### src/rtl/mc_control_hs.sv
// Multicycle control unit for the RISC-V multicycle CPU.
// Steps each instruction through IF/ID/EX/MEM/WB states with a memory-ready
// handshake, sends illegal encodings to a sticky TRAP state, and keeps
// cycle and retired-instruction counters.
// Ports:
//   CLK, RSTn            clock, synchronous active-low reset
//   opcode, funct3       instruction fields from IR
//   MEM_READY            memory completes the current access this cycle
//   RegDst..PCWrite      datapath control strobes (combinational)
//   ALUOp                mirrors opcode
//   BE                   byte enable for loads/stores
//   Concat_control       immediate-format select
//   Halt                 high in TRAP
//   state_o              current state encoding
//   cycle_cnt            cycles since reset
//   retire_cnt           instructions retired since reset
module mc_control_hs #(
  parameter int unsigned CNT_W         = 32,
  parameter bit          MEM_HANDSHAKE = 1'b1
) (
  input  logic             CLK,
  input  logic             RSTn,
  input  logic [6:0]       opcode,
  input  logic [2:0]       funct3,
  input  logic             MEM_READY,
  output logic             RegDst,
  output logic             Jump,
  output logic             Branch,
  output logic             MemRead,
  output logic             MemtoReg,
  output logic             MemWrite,
  output logic             ALUSrc1,
  output logic             ALUSrc2,
  output logic             RegWrite,
  output logic             JALorJALR,
  output logic             PCWrite,
  output logic [6:0]       ALUOp,
  output logic [3:0]       BE,
  output logic [2:0]       Concat_control,
  output logic             Halt,
  output logic [3:0]       state_o,
  output logic [CNT_W-1:0] cycle_cnt,
  output logic [CNT_W-1:0] retire_cnt
);

  localparam logic [6:0] OP_LOAD  = 7'b0000011;
  localparam logic [6:0] OP_STORE = 7'b0100011;
  localparam logic [6:0] OP_R     = 7'b0110011;
  localparam logic [6:0] OP_BR    = 7'b1100011;
  localparam logic [6:0] OP_JAL   = 7'b1101111;
  localparam logic [6:0] OP_JALR  = 7'b1100111;
  localparam logic [6:0] OP_I     = 7'b0010011;
  localparam logic [6:0] OP_LUI   = 7'b0110111;
  localparam logic [6:0] OP_AUIPC = 7'b0010111;

  typedef enum logic [3:0] {
    S_IF     = 4'd0,  S_ID   = 4'd1,  S_MEMADR = 4'd2,  S_MEMRD = 4'd3,
    S_MEMWB  = 4'd4,  S_MEMWR = 4'd5, S_REX    = 4'd6,  S_ALUWB = 4'd7,
    S_BR     = 4'd8,  S_JAL  = 4'd9,  S_JALR   = 4'd10, S_JWB   = 4'd11,
    S_IEX    = 4'd12, S_UEX  = 4'd13, S_UWB    = 4'd14, S_TRAP  = 4'd15
  } state_t;

  state_t state;
  state_t state_next;
  logic   mem_rdy_c;
  logic   retire_c;

  // Without the handshake, memory is assumed to finish every access at once.
  assign mem_rdy_c = MEM_HANDSHAKE ? MEM_READY : 1'b1;

  assign retire_c = (state_next == S_IF) &&
                    (state inside {S_MEMWB, S_MEMWR, S_ALUWB, S_BR, S_JWB, S_UWB});

  assign state_o = state;

  // State register
  always_ff @(posedge CLK) begin
    if (!RSTn) state <= S_IF;
    else       state <= state_next;
  end

  // Next-state logic, including illegal-encoding detection in ID
  always_comb begin
    state_next = state;
    case (state)
      S_IF:     if (mem_rdy_c) state_next = S_ID;
      S_ID: begin
        case (opcode)
          OP_LOAD:  state_next = (funct3 == 3'b011 || funct3 == 3'b110 ||
                                  funct3 == 3'b111) ? S_TRAP : S_MEMADR;
          OP_STORE: state_next = (funct3 > 3'b010) ? S_TRAP : S_MEMADR;
          OP_R:     state_next = S_REX;
          OP_BR:    state_next = (funct3 == 3'b010 || funct3 == 3'b011) ? S_TRAP : S_BR;
          OP_JAL:   state_next = S_JAL;
          OP_JALR:  state_next = (funct3 != 3'b000) ? S_TRAP : S_JALR;
          OP_I:     state_next = S_IEX;
          OP_LUI,
          OP_AUIPC: state_next = S_UEX;
          default:  state_next = S_TRAP;
        endcase
      end
      S_MEMADR: state_next = (opcode == OP_LOAD) ? S_MEMRD : S_MEMWR;
      S_MEMRD:  if (mem_rdy_c) state_next = S_MEMWB;
      S_MEMWR:  if (mem_rdy_c) state_next = S_IF;
      S_MEMWB:  state_next = S_IF;
      S_REX:    state_next = S_ALUWB;
      S_IEX:    state_next = S_ALUWB;
      S_ALUWB:  state_next = S_IF;
      S_BR:     state_next = S_IF;
      S_JAL:    state_next = S_JWB;
      S_JALR:   state_next = S_JWB;
      S_JWB:    state_next = S_IF;
      S_UEX:    state_next = S_UWB;
      S_UWB:    state_next = S_IF;
      S_TRAP:   state_next = S_TRAP;
      default:  state_next = S_TRAP;
    endcase
  end

  // Output decode; every output is defined in every state
  always_comb begin
    RegDst         = 1'b0;
    Jump           = 1'b0;
    Branch         = 1'b0;
    MemRead        = 1'b0;
    MemtoReg       = 1'b0;
    MemWrite       = 1'b0;
    ALUSrc1        = 1'b0;
    ALUSrc2        = 1'b0;
    RegWrite       = 1'b0;
    JALorJALR      = 1'b0;
    PCWrite        = 1'b0;
    ALUOp          = opcode;
    BE             = 4'b0000;
    Concat_control = 3'b000;
    Halt           = 1'b0;
    case (state)
      S_IF: begin
        MemRead = 1'b1;
        PCWrite = mem_rdy_c;
      end
      S_MEMADR: begin
        ALUSrc2        = 1'b1;
        Concat_control = (opcode == OP_LOAD) ? 3'b011 : 3'b101;
      end
      S_MEMRD: begin
        MemRead = 1'b1;
        case (funct3)
          3'b000, 3'b100: BE = 4'b0001;
          3'b001, 3'b101: BE = 4'b0011;
          3'b010:         BE = 4'b1111;
          default:        BE = 4'b0000;
        endcase
      end
      S_MEMWR: begin
        MemWrite = 1'b1;
        case (funct3)
          3'b000:  BE = 4'b0001;
          3'b001:  BE = 4'b0011;
          3'b010:  BE = 4'b1111;
          default: BE = 4'b0000;
        endcase
      end
      S_MEMWB: begin
        RegDst   = 1'b1;
        RegWrite = 1'b1;
        MemtoReg = 1'b1;
      end
      S_IEX: begin
        ALUSrc2        = 1'b1;
        Concat_control = (funct3 == 3'b001 || funct3 == 3'b101) ? 3'b110 : 3'b011;
      end
      S_ALUWB, S_UWB: begin
        RegDst   = 1'b1;
        RegWrite = 1'b1;
      end
      S_BR: begin
        Branch         = 1'b1;
        Concat_control = 3'b100;
      end
      S_JAL: begin
        ALUSrc1        = 1'b1;
        ALUSrc2        = 1'b1;
        Jump           = 1'b1;
        Concat_control = 3'b010;
      end
      S_JALR: begin
        ALUSrc2        = 1'b1;
        Jump           = 1'b1;
        JALorJALR      = 1'b1;
        Concat_control = 3'b011;
      end
      S_JWB: begin
        Jump      = 1'b1;
        RegDst    = 1'b1;
        RegWrite  = 1'b1;
        JALorJALR = (opcode == OP_JALR);
      end
      S_UEX: begin
        ALUSrc1        = 1'b1;
        ALUSrc2        = 1'b1;
        Concat_control = 3'b001;
      end
      S_TRAP:  Halt = 1'b1;
      default: ;
    endcase
    // An instruction cut short by reset must not write anything.
    if (!RSTn) begin
      PCWrite  = 1'b0;
      MemWrite = 1'b0;
      RegWrite = 1'b0;
    end
  end

  // Cycle and retired-instruction counters, each wrapping independently
  always_ff @(posedge CLK) begin
    if (!RSTn) begin
      cycle_cnt  <= '0;
      retire_cnt <= '0;
    end else begin
      cycle_cnt <= cycle_cnt + CNT_W'(1);
      if (retire_c) retire_cnt <= retire_cnt + CNT_W'(1);
    end
  end

endmodule

### config.mk
export PLATFORM = sky130hd
export DESIGN_NAME = mc_control_hs
export DESIGN_NICKNAME = d
export VERILOG_FILES = /design/src/rtl/mc_control_hs.sv
export SDC_FILE = /design/constraint.sdc
export NUM_CORES = 1
export LEC_CHECK = 0
export ABC_AREA = 0
export ABC_CLOCK_PERIOD_IN_PS = 4800
export CAP_MARGIN = 10
export CORE_MARGIN = 1
export CORE_UTILIZATION = 38
export CTS_CLUSTER_DIAMETER = 30
export DETAILED_ROUTE_END_ITERATION = 16
export MAX_ROUTING_LAYER = met4
export PLACE_DENSITY = 0.66
export REMOVE_ABC_BUFFERS = 1
export SLEW_MARGIN = 20
export SYNTH_ARGS = -nofsm -noshare
export SYNTH_HDL_FRONTEND = slang
export SYNTH_SLANG_ARGS = --single-unit
### constraint.sdc
create_clock -name CLK -period 4.8 [get_ports CLK]
set_clock_uncertainty 0.1 [all_clocks]
set_input_delay 1.44 -clock CLK [delete_from_list [all_inputs] [get_ports CLK]]
set_output_delay 1.44 -clock CLK [all_outputs]
set_load 0.03 [all_outputs]
==> metrics.md, run 1 <==
| Metric | Value |
|---|---|
| Antenna cells | `0` |
| Clk sinks | `68` |
| Final wirelength | `approximately 9.9 mm` |
| Register area share after synthesis | `between 30% and 40%` |
| CP Class | `primary input to output pin` |
| Post-Syn Area | `0.00381 mm2` |
| Hold crit path type | `flop to flop` |
| Number of buffers created by CTS | `9` |
| Unrepaired setup endpoints after global routing | `false` |
| Die ar. | `0.0104 mm2` |
| Critical Path Source Type | `primary input` |
| Area Overhead vs Synth | `35.0%` |
| Reg2Reg Launch Point | `state_o[0]` |
| CP startpoint | `opcode[4]` |
| DR iter-0 viols | `~150` |
| Metal-1 WL | `approximately 4.7 mm` |
| Worst setup endpoint | `Concat_control[1]` |
| Slew headroom | `between 30% and 40%` |
| Gate Count Post-Synth | `approximately 490` |
| Req. time, crit path | `3.26 ns` |
| P_leak | `1.78 nW` |
| Ports | `between 100 and 150` |
| Initial antenna violation count | `0` |
| Core Util, Final | `a little over half` |
| Pre-antenna DRT Iters | `4` |
| Fraction of registers with async set/reset | `0%` |
| Dpl ws | `-0.298 ns` |
| VDD IR max | `around 0.31 mV` |
| Commonest non-fill, non-tap cell in the layout | `clkdlybuf4s50_1` |
| Worst hold stages | `1` |
| Placement Rows | `36` |
| Vias/cell | `about 5.3` |
| Highest metal used | `met4` |
| RePlAce Congestion | `a little over 0.8` |
| Skew-Pair Late Insertion Delay | `~0.34 ns` |
| Post-DP Area | `a little under 0.005 mm2` |
| Clock-pin slew on the worst setup and hold paths | `0.07 ns` |
| Hold_ws | `0.392 ns` |
| WL per Instance | `approximately 14 um` |
| Vias in the first global route | `approximately 3,500` |
| Core Box Area | `about 0.0097 mm2` |
| Design area | `just over 0.005 mm2` |
| Slew @ Worst Pin | `about 1 ns` |
| Yosys warns | `0` |
| Final nets | `599` |
| Most frequent cells in the layout | `clkdlybuf4s50_1 (97), nor2_1 (69), dfxtp_1 (68)` |
| Largest net degree at the start of global routing | `65` |
| Final Hold Viols | `0` |
| Starting Density | `around two fifths` |
| # hold bufs at CTS | `0` |
| Power per cell area | `approximately 320 mW/mm2` |
| Final setup margin | `0.0790 ns` |
| Global route overflow | `0` |
| Layout cell share with drive strength beyond 1 | `7.81%` |
| Fill cell count | `937` |
| Status | `complete, no violations` |
| Post-synthesis cell type count | `52` |
| Worst r2r dst | `retire_cnt[31]` |
| Fmax | `212 MHz` |
| Seq cells post-synth | `68` |
| Post-synth EDFFs | `0` |
| Die H | `slightly above 100 um` |
| Crit-path max FO | `2` |
| FF-to-FF path depth | `5` |
| Placed wire-length estimate | `slightly below 7 mm` |
| Max-slew violation count | `0` |
| Syn Area/Cell | `approximately 7.9 um2` |
| Vias | `3,803` |
| Max_cap viols | `0` |
| Critical Path AT | `3.18 ns` |
| Post-DRT Antenna Nets | `0` |
| Clock root cell | `clkbuf_8` |
| Endpoint class of the critical path | `output pin` |
| Gr usage total | `between 20% and 30%` |
| Die X | `between 100 and 150 um` |
| Port Buffer Count | `between 100 and 150` |
| Synth Flop Type | `dfxtp_1` |
| Minimum clock period | `between 4 and 5 ns` |
| FF-to-FF setup slack | `about 1.6 ns` |
| Post-route clock period utilization | `a little over nine tenths` |
| Clk buf depth | `2` |
| Global-route wire length before repair | `between 15 and 20 mm` |
| H-tree depth | `3` |
| Met3 wire length | `roughly 510 um` |
| # DRC | `0` |
| Setup violators final | `0` |
| CTS tree | `yes` |
| Met2 WL | `between 4 and 5 mm` |
[state kept, by name, summed over array words and instances, names as in the netlist]
register	count
retire_cnt	32
state_o	4
cycle_cnt	32
[cell usage after synthesis, types with 11 or more instances]
library cell / number / area, um2
a21oi_1: 26 / 130
and3_1: 11 / 68.8
clkbuf_1: 17 / 63.8
dfxtp_1: 68 / 1360
inv_1: 12 / 45.0
nand2_1: 39 / 146
nand2b_1: 11 / 68.8
nand3_1: 27 / 135
nand4_1: 16 / 100
nor2_1: 69 / 259
o21ai_0: 21 / 105
xnor2_1: 20 / 175
xor2_1: 31 / 272
[worst min path at each step]
| stage | endpoint | slack (ns) | startpoint |
|---|---|---|---|
| global route | cycle_cnt[0] | 0.42 | cycle_cnt[0] |
| finish | cycle_cnt[0] | 0.39 | cycle_cnt[0] |
| global placement | retire_cnt[31] | 0.37 | retire_cnt[31] |
| floorplan | cycle_cnt[0] | 0.48 | cycle_cnt[0] |
| detailed placement | cycle_cnt[0] | 0.38 | cycle_cnt[0] |
| CTS | retire_cnt[29] | 0.40 | retire_cnt[29] |
[per-layer routing]
metal | track usage (%) | up-vias
met2 | 31.8 | 98
met1 | 26.0 | 1779
li1 | - | 1909
met4 | 8.13 | 0
met5 | - | -
met3 | 3.42 | 17
[what timing repair did]
action,CTS,global route
cloned,0,0
buffers inserted,1,0
pin swaps,3,0
endpoints found under the setup margin,2,2
resized for setup,7,1
[stage by stage]
| step | TNS, ns | cells | total power, mW |
|---|---|---|---|
| 6_report | 0 | 722 | 1.67 |
| 4_1_cts | 0 | 722 | 1.68 |
| 3_5_place_dp | -0.466 | 705 | 1.26 |
| 5_1_grt | 0 | 722 | 1.77 |
| 3_3_place_gp | -0.438 | 705 | 1.26 |
| 2_1_floorplan | 0 | 452 | 1.02 |
[critical path: stages]
cell and delay [ns]:
dlygate4sd2_1 0.25, or4_4 0.54, or2_4 0.27, buf_4 0.14
a21oi_2 0.12, a21oi_1 0.08, o22ai_1 0.16, buf_4 0.19
[final cells by class]
cell class                 count  area (um2)  share of cell area, %
multi-input combinational    372        2240                   43.6
sequential                    68        1360                   26.5
timing repair buffer         121        1160                   22.6
tap                          133         166                   3.24
clock buffer                  11         141                   2.75
inverter                      12        45.0                  0.876
clock inverter                 5        27.5                  0.535
[power by group]
part	internal (mW)	switching, mW
clock network	0.198	0.217
logic	0.231	0.365
registers	0.583	0.0752
total	1.01	0.657
[kinds of logic (layout without fill, tap and decap cells)]
group	count (synthesis)	after routing	synth area share, %
AND/OR/NAND/NOR	225	225	30.1
AO/OA/AOI/OAI	93	93	15.8
flip-flops	68	68	35.7
XOR/XNOR	51	51	11.7
buffers and inverters	45	149	5.75
adder cells (fa/ha/maj)	2	2	0.656
multiplexers	1	1	0.263
Note: power is estimated with default switching activity, not from simulation.
==> run 2: changes to the inputs <==
--- a/config.mk
+++ b/config.mk
@@ -15,7 +15,7 @@
 export MAX_ROUTING_LAYER = met4
 export PLACE_DENSITY = 0.66
 export REMOVE_ABC_BUFFERS = 1
-export SLEW_MARGIN = 20
+export SLEW_MARGIN = 40
 export SYNTH_ARGS = -nofsm -noshare
 export SYNTH_HDL_FRONTEND = slang
 export SYNTH_SLANG_ARGS = --single-unit
==> metrics.md, run 2 (synthesis results as in run 1) <==
| Metric | Value |
|---|---|
| FF-to-FF path depth | `5 (unchanged)` |
| Power, Total | `1.78 mW (+6.6%)` |
| CTS tree | `yes` |
| Slowest stage delay, CP | `0.68 ns (+0.14 ns)` |
| CP startpoint | `funct3[0]` |
| Commonest non-fill, non-tap cell in the layout | `clkdlybuf4s50_1` |
| CP Depth | `4 (-4)` |
| Req. time, crit path | `3.26 ns (about the same)` |
| Crit-path max FO | `6 (+4)` |
| Die ar. | `0.0104 mm2 (unchanged)` |
| Post-route clock period utilization | `97.7% (-0.62 points)` |
| Skew-Pair Late Insertion Delay | `0.35 ns (about the same)` |
| VDD IR max | `0.269 mV (-14%)` |
| Worst r2r dst | `retire_cnt[29]` |
| Kind of cell adding the most delay to the critical path | `buffers and inverters` |
| Hold crit path type | `flop to flop` |
| Setup TNS | `0 ns (unchanged)` |
| Global route overflow | `0 (unchanged)` |
| Slew headroom | `50.5% (+19 points)` |
| Cell mode on critical path | `clkdlybuf4s50_1` |
| Post-DP Area | `0.00498 mm2 (+0.50%)` |
| Hold_ws | `0.390 ns (-0.00235 ns)` |
| P_leak | `1.84 nW (+3.2%)` |
| Clk buf depth | `2 (unchanged)` |
| Critical Path Source Type | `primary input` |
| Reg2Reg Launch Point | `state_o[3]` |
| Endpoint class of the critical path | `output pin` |
| Vias/cell | `5.25 (-0.29%)` |
| DR iter-0 viols | `149 (+2.8%)` |
| Clock root cell | `clkbuf_8` |
| Layout cell share with drive strength beyond 1 | `8.15% (+0.34 points)` |
| Worst Path Buf+Inv | `2 (-1)` |
| Worst hold stages | `1 (unchanged)` |
| Unrepaired setup endpoints after global routing | `false` |
| Largest net degree at the start of global routing | `65 (unchanged)` |
| Fmax | `213 MHz (+0.63%)` |
| # hold bufs at CTS | `0 (unchanged)` |
| Clk sinks | `68 (unchanged)` |
| Final nets | `599 (unchanged)` |
| Clock-pin slew on the worst setup and hold paths | `0.07 ns (about the same)` |
| WL per Instance | `13.8 um (+0.50%)` |
| Core Box Area | `0.00973 mm2 (unchanged)` |
| FF-to-FF setup slack | `1.79 ns (+0.20 ns)` |
| Placement Rows | `36 (unchanged)` |
| Core Util, Final | `53.6% (+0.72 points)` |
| # DRC | `0 (unchanged)` |
| Design area | `0.00521 mm2 (+1.4%)` |
| Port Buffer Count | `106 (unchanged)` |
| Most frequent cells in the layout | `clkdlybuf4s50_1 (97), nor2_1 (69), dfxtp_1 (66)` |
| Max_cap viols | `0 (unchanged)` |
| Slowest cell on crit path | `clkdlybuf4s50_1` |
| Final non-filler cell total | `722 (unchanged)` |
| Pre-antenna DRT Iters | `4 (unchanged)` |
| Slew @ Worst Pin | `0.741 ns (-0.277 ns)` |
| CP Class | `primary input to output pin` |
| Minimum clock period | `4.69 ns (-0.0298 ns)` |
| Post-DRT Antenna Nets | `0 (unchanged)` |
| Gr usage total | `20.5% (+0.18 points)` |
| Die H | `102 um (unchanged)` |
| Power per cell area | `341 mW/mm2 (+5.2%)` |
| Setup violators final | `0 (unchanged)` |
| Vias in the first global route | `3,489 (-0.46%)` |
| Max-slew violation count | `0 (unchanged)` |
| Ports | `107 (unchanged)` |
| Cells after DPL | `705 (unchanged)` |
| Area Overhead vs Synth | `36.8%` |
| Critical Path AT | `3.15 ns (-0.03 ns)` |
| H-tree depth | `3 (unchanged)` |
| Number of buffers created by CTS | `9 (unchanged)` |
| Global-route wire length before repair | `16.5 mm (+0.55%)` |
| Placed wire-length estimate | `6.99 mm (+0.69%)` |
| CP Cell Sequence | `clkdlybuf4s50_1 -> nor4b_1 -> and3_1 -> clkdlybuf4s50_1` |
| Final wirelength | `9.97 mm (+0.50%)` |
| Final setup margin | `0.109 ns (+0.0298 ns)` |
| Die X | `102 um (unchanged)` |
| Dpl ws | `-0.303 ns (-0.00566 ns)` |
| RePlAce Congestion | `0.805 (unchanged)` |
| Worst setup endpoint | `BE[2]` |
| Status | `complete, no violations` |
| Worst hold start | `cycle_cnt[0]` |
| Final Hold Viols | `0 (unchanged)` |
| Initial antenna violation count | `0 (unchanged)` |
| Vias | `3,792 (-0.29%)` |
| Antenna cells | `0 (unchanged)` |
| Starting Density | `39.2% (unchanged)` |
run 2: changes by cell type in the layout (fill, tap and decap cells not counted), moves of 2 or more:
cell | before | now
nor4_4 | 0 | 2
bufinv_16 | 0 | 2
dfxtp_2 | 0 | 2
dfxtp_1 | 68 | 66
run 2: area by class of cell:
type / instances / area [um2]
Clock buffer: 11 / 141
Clock inverter: 5 / 75.1
Fill cell: 918 / 4520
Inverter: 12 / 45.0
Multi-Input combinational cell: 372 / 2260
Sequential cell: 68 / 1360
Tap cell: 133 / 166
Timing Repair Buffer: 121 / 1160
run 2: worst min path at each step:
| stage | slack (ns) | to |
|---|---|---|
| final | 0.39 | cycle_cnt[0] |
| after global routing | 0.42 | cycle_cnt[0] |
| after CTS | 0.39 | retire_cnt[31] |
| after detailed placement | 0.38 | retire_cnt[31] |
| after global placement | 0.37 | retire_cnt[31] |
| after floorplan | 0.48 | cycle_cnt[0] |
run 2: what timing repair did:
item	4_1_cts	5_1_grt
cloned	0	0
endpoints found under the setup margin	2	1
buffers inserted	1	0
gates resized for setup	6	1
pin swaps	4	0
run 2: report_power, final:
| part | internal (mW) | leakage, nW | switching [mW] |
|---|---|---|---|
| Combinational | 0.230 | 1.18 | 0.366 |
| Clock | 0.304 | 0.113 | 0.219 |
| Sequential | 0.584 | 0.550 | 0.0756 |
run 2: metal layers:
| metal | up-vias | wire [um] | global-route usage [%] |
|---|---|---|---|
| met5 | - | 0 | - |
| met4 | 0 | 157 | 7.36 |
| li1 | 1902 | - | - |
| met2 | 109 | 4440 | 31.1 |
| met1 | 1765 | 4820 | 26.6 |
| met3 | 16 | 547 | 4.58 |
